### src/rtl/adder_rr_arbiter.sv
// Round-robin arbiter sharing one external combinational adder among NREQ requesters.
// Optional signed-overflow output enabled by defining ADDER_ARB_OVF_EN.
module adder_rr_arbiter #(
  parameter int WIDTH = 32,
  parameter int NREQ  = 4,
  parameter int IDW   = 2
) (
  input  logic                  clk,
  input  logic                  rst_n,
  input  logic [NREQ-1:0]       req_valid,
  input  logic [NREQ*WIDTH-1:0] req_a,
  input  logic [NREQ*WIDTH-1:0] req_b,
  input  logic [NREQ-1:0]       req_sub,
  output logic [NREQ-1:0]       req_ready,
  output logic [WIDTH-1:0]      add_a,
  output logic [WIDTH-1:0]      add_b,
  output logic                  add_cin,
  input  logic [WIDTH-1:0]      add_s,
  input  logic                  add_cout,
  output logic                  rsp_valid,
  input  logic                  rsp_ready,
  output logic [IDW-1:0]        rsp_id,
  output logic [WIDTH-1:0]      rsp_sum,
`ifdef ADDER_ARB_OVF_EN
  output logic                  rsp_ovf,
`endif
  output logic                  rsp_cout
);

  localparam logic [0:0]     STATE_EMPTY = 1'b0;
  localparam logic [0:0]     STATE_FULL  = 1'b1;
  localparam logic [IDW-1:0] LAST_IDX    = IDW'(NREQ - 1);

  logic [0:0]       state_q;
  logic [0:0]       state_d;
  logic [IDW-1:0]   rr_ptr;
  logic [IDW-1:0]   rr_ptr_next;
  logic             win_found;
  logic [IDW-1:0]   win_idx;
  logic             can_issue;
  logic             grant;
  logic [WIDTH-1:0] sel_a;
  logic [WIDTH-1:0] sel_b;
  logic             sel_sub;

  // NOTE: every variable written in always_comb gets a default first, so no path leaves it unassigned and no latch is inferred.
  always_comb begin : scan
    int cand;
    win_found = 1'b0;
    win_idx   = '0;
    cand      = 0;
    for (int k = 0; k < NREQ; k++) begin
      cand = int'(rr_ptr) + k;
      if (cand >= NREQ) cand = cand - NREQ;
      if (!win_found && req_valid[cand[IDW-1:0]]) begin
        win_found = 1'b1;
        win_idx   = cand[IDW-1:0];
      end
    end
  end

  // Reset suppresses grants so no transfer is signalled while the response stage is cleared.
  assign can_issue = rst_n & ((state_q == STATE_EMPTY) | rsp_ready);
  assign grant     = win_found & can_issue;

  always_comb begin : ready_gen
    req_ready = '0;
    if (grant) req_ready[win_idx] = 1'b1;
  end

  assign sel_a   = req_a[int'(win_idx)*WIDTH +: WIDTH];
  assign sel_b   = req_b[int'(win_idx)*WIDTH +: WIDTH];
  assign sel_sub = req_sub[win_idx];

  // Subtraction is A + ~B + 1, so the adder sees the inverted operand and carry-in.
  assign add_a   = win_found ? sel_a : '0;
  assign add_b   = win_found ? (sel_sub ? ~sel_b : sel_b) : '0;
  assign add_cin = win_found & sel_sub;

  assign rr_ptr_next = (win_idx == LAST_IDX) ? '0 : win_idx + IDW'(1);

  always_comb begin : next_state
    state_d = state_q;
    case (state_q)
      STATE_EMPTY: if (grant) state_d = STATE_FULL;
      STATE_FULL:  if (!grant && rsp_ready) state_d = STATE_EMPTY;
      default:     state_d = STATE_EMPTY;
    endcase
  end

  assign rsp_valid = (state_q == STATE_FULL);

  // NOTE: synchronous reset lives inside the clocked block; all state uses non-blocking assignments.
  always_ff @(posedge clk) begin
    if (!rst_n) begin
      state_q  <= STATE_EMPTY;
      rr_ptr   <= '0;
      rsp_id   <= '0;
      rsp_sum  <= '0;
      rsp_cout <= 1'b0;
    end else begin
      state_q <= state_d;
      if (grant) begin
        rr_ptr   <= rr_ptr_next;
        rsp_id   <= win_idx;
        rsp_sum  <= add_s;
        rsp_cout <= add_cout;
      end
    end
  end

`ifdef ADDER_ARB_OVF_EN
  logic ovf_d;

  assign ovf_d = (add_a[WIDTH-1] == add_b[WIDTH-1]) & (add_s[WIDTH-1] != add_a[WIDTH-1]);

  always_ff @(posedge clk) begin
    if (!rst_n) begin
      rsp_ovf <= 1'b0;
    end else if (grant) begin
      rsp_ovf <= ovf_d;
    end
  end
`endif

endmodule

### config.mk
export PLATFORM = sky130hd
export DESIGN_NAME = adder_rr_arbiter
export DESIGN_NICKNAME = d
export VERILOG_FILES = /design/src/rtl/adder_rr_arbiter.sv
export SDC_FILE = /design/constraint.sdc
export NUM_CORES = 1
export LEC_CHECK = 0
export ABC_CLOCK_PERIOD_IN_PS = 2100
export CAP_MARGIN = 5
export CORE_AREA = 2 2 155 157
export CTS_CLUSTER_SIZE = 24
export DETAILED_ROUTE_END_ITERATION = 12
export DIE_AREA = 0 0 157 159
export PLACE_DENSITY_LB_ADDON = 0.3
export SYNTH_ARGS = -nofsm -noshare
export SYNTH_HDL_FRONTEND = slang
export SYNTH_SLANG_ARGS = --single-unit
### constraint.sdc
create_clock -name clk -period 2.1 [get_ports clk]
set_input_delay 0.315 -clock clk [delete_from_list [all_inputs] [get_ports clk]]
set_output_delay 0.315 -clock clk [all_outputs]
set_load 0.02 [all_outputs]
==> impl_results.md <==
* Most common cell in the netlist: mux2i_1
* Highest Clock Rate at 409.7 MHz
* Clock Sink Count at 38
* Number of enable flip-flop cells after synthesis at 0
* Area enclosed by the die boundary at roughly 25000 um2
* Setup slack of the worst register-to-register path at ~440 ps
* Worst setup skew after layout at 5.614 ps
* Std cell rows at between 50 and 60
* TritonCTS buffer count at 5
* Worst setup timing slack at the placement stage at -930.7 ps
* Hold path cells at 2
* Synthesis Warnings at 0
* Overall power consumption at between 0.007 and 0.008 W
* Fraction of final layout cells sized beyond drive strength 1 at 29.17%
* Top cells by area in the synthesized netlist: mux2i_1, xor2_1, dfxtp_1
* Total number of vias at 5813
* Hold endpoint: rsp_sum[8]$_SDFFE_PN0P_
* Pre-Repair DR Iteration Count at 4
* Iter 0 DRT Violations at ~140
* FF-to-FF path depth at 9
* Clk root buf: clkbuf_16
* Wl on met1 at ~9100 um
* CTS HTree Levels at 2
* Number of max-slew violations in the final report at 0
* Number of nets at the end of the flow at around 1300
* Net Switching at roughly 0.0028 W
* Remaining routing DRC violations at 0
* Initial antenna violation count at 1
* Total wire length at about 24000 um
* Mean Syn Cell Area at 8.542 um2
* Reg2Reg Capture Point: rr_ptr[1]$_SDFFE_PN0P_
* Synth Register Bits at 38
* Met3 wirelength from detailed routing at just under 2000 um
* # fillers at 2181
* Cells after synthesis at around 560
* Die Span X at ~160 um
* Comb power frac at between 70 and 80%
* Worst vdd ir at between 0.3 and 0.4 mV
* Design internal power at ~0.0045 W
* Area of the mapped netlist at roughly 4700 um2
* Most used standard cells in the synthesized netlist: mux2i_1, xor2_1, nand2_1
* Most area-hungry cell type in the Yosys netlist: mux2i_1
* Final-report setup violation count at 69
* Estimated wirelength of the detail-placed design at 17500 um
* Finished Layout Cells at approximately 1400
* Io pins at between 400 and 500
* Type of the worst min-delay path: reg2reg
* Library cells used by synthesis at 30
* Wire length of the first global-routing pass at ~33000 um
* Share of flip-flops with an asynchronous set or reset at 0%
* RD Place Congestion at between 0.8 and 0.9
* Kind of start point of the critical path: register
* Slew of the pin with the lowest slew margin at between 400 and 500 ps
* Vias in the first global route at around 5900
* Syn-to-layout area delta at 137.1%
* Syn_nets at 860
* Amount of wire on met2 after detailed routing at roughly 13000 um
* Post-route core utilization at approximately half
* Crit Path Class: reg2out
* Post-synth top area share at between 20 and 30%
* Power density of the placed cells at approximately 640 nW/um2
* Global-route usage over all layers at between 10% and 20%
* Time the worst path needs with I/O delays and setup at around 2400 ps
* Clock tree from TritonCTS: done
* Number of cells after detailed placement at roughly 1300
* Part of the power in registers at between 10% and 20%
* Chain of cells forming the critical path: buf_6, a21oi_4, o21ai_2, o2bb2a_4, buf_12, buf_16, buf_12, mux2i_4, o22ai_2, buf_6
* Maximum number of pins on one net before global-route repair at 40
* Cell leakage power at approximately 4.7 nW
* Launch point of the worst hold path: rsp_sum[8]$_SDFFE_PN0P_
* Final Hold Vio Count at 0
* Via-per-instance ratio at 4.300
* Sequential element share of the synthesized area at between 10% and 20%
* Peak fanout along the critical path at 7
* Type of destination of the critical path: output port
* Cell at the slowest stage of the critical path: dfxtp_4
* Clock tree buffer depth at 2
* Routed length per instance at 17.72 um
* Flip-flop cell with the highest count after synthesis: dfxtp_1
* Area of the placeable core at ~23000 um2
* DIE HEIGHT at about 160 um
* Switching part of the total at a little under two fifths
* Required time worst endpoint at between 1500 and 2000 ps
* Outcome: complete, but fails checks
* Clk Latency, worst-skew pair at between 200 and 300 ps
* Remaining antenna violation count at 0
* Final cycle utilization of the critical path at 116.2%
* Clock network power share at 11.6%
* Critical R2R Launch: rr_ptr[1]$_SDFFE_PN0P_
* Clock-pin slew reported for the worst setup and hold paths after clock tree synthesis at roughly 60 ps
* Failing checks: negative setup slack
* Slack of the critical path at -341.1 ps
* Slew margin rel. at about 72%
* Uppermost layer routed: met4
* Sum of overflow across all layers after global routing at 0
* Data arrival, critical path at between 2000 and 2500 ps
* Number of buffers inserted by port buffering at 404
* Maximum single-stage delay on the critical path at approximately 360 ps
* Initial Util at 20.48%
* Unrepaired setup endpoints after global routing: true
* Count of max-cap constraint violations at 0
metrics by stage:
stage / cell area, um2 / hold slack (ps) / setup TNS (ps)
4_1_cts: 10360 / 454.0 / -19280
6_report: 11260 / 450.7 / -18350
5_1_grt: 11260 / 466.9 / -24450
3_5_place_dp: 9605 / 444.5 / -60840
2_1_floorplan: 4750 / 414.0 / 0
3_3_place_gp: 9605 / 441.6 / -58600
registers in the layout (all words and copies together) (netlist names):
signal and cells:
rsp_valid 1, rsp_id 2, rr_ptr 2, rsp_cout 1, rsp_sum 32
kinds of logic after synthesis:
family / count (synthesis) / share of synthesized area [%]
flip-flops: 38 / 16.02
adder cells (fa/ha/maj): 4 / 1.054
AND/OR/NAND/NOR: 119 / 11.43
multiplexers: 131 / 27.61
XOR/XNOR: 128 / 23.60
AO/OA/AOI/OAI: 74 / 10.09
buffers and inverters: 62 / 10.19
metal layers:
| layer | vias to the layer above | GRT usage, % |
|---|---|---|
| li1 | 2894 | - |
| met3 | 31 | 3.756 |
| met2 | 240 | 32.20 |
| met5 | - | 0 |
| met1 | 2648 | 19.86 |
| met4 | 0 | 2.877 |
cell usage in the layout (no fill, tap or decap), drive strengths merged, types with 6 or more instances in the layout:
cell type | synthesis | layout
and2 | 6 | 6
buf | 44 | 186
clkbuf | 14 | 13
clkdlybuf4s50 | 0 | 327
dfxtp | 38 | 38
mux2i | 131 | 131
nand2 | 70 | 70
nand3 | 37 | 37
o22ai | 65 | 65
xor2 | 128 | 128
layout make-up:
type                       count  area [um2]  area share (%)
tap                          319       399.1           3.545
timing repair buffer         526        5697           50.59
multi-input combinational    456        4204           37.34
inverter                       4       30.03          0.2667
antenna                        1       2.502         0.02222
sequential                    38       764.5           6.790
clock inverter                 1       30.03          0.2667
clock buffer                   7       132.6           1.178
power by group through the flow:
| stage | logic [W] | registers [W] | clock network [W] |
|---|---|---|---|
| after CTS | 0.00482 | 0.000835 | 0.000862 |
| after global placement | 0.00423 | 0.000845 | 0 |
| after detailed placement | 0.00423 | 0.000848 | 0 |
| after floorplan | 0.00211 | 0.000925 | 0 |
| final | 0.00557 | 0.000837 | 0.000841 |
| after global routing | 0.00587 | 0.000845 | 0.000886 |
worst max path at each step:
stage	start	endpoint	slack, ps
global route	rr_ptr[1]$_SDFFE_PN0P_	add_a[3]	-420
detailed placement	req_valid[0]	add_a[29]	-930
CTS	rr_ptr[1]$_SDFFE_PN0P_	add_b[10]	-350
finish	rr_ptr[1]$_SDFFE_PN0P_	add_a[3]	-340
global placement	req_valid[0]	add_a[29]	-980
floorplan	rr_ptr[1]$_SDFFE_PN0P_	add_a[10]	50
critical path, delay by kind of cell, from the launching register on:
kind | cells | cell delay (ps)
multiplexers | 1 | 270
buffers and inverters | 5 | 700
flip-flops | 1 | 360
AO/OA/AOI/OAI | 4 | 490
what timing repair did:
| item | 4_1_cts | 5_1_grt |
|---|---|---|
| buffers inserted | 23 | 13 |
| setup endpoints to repair | 69 | 69 |
| resized for setup | 381 | 173 |
| pin swaps | 9 | 34 |
| gates cloned | 9 | 6 |
| hold buffers | 0 | 0 |
Power figures use the tool's default switching activity.
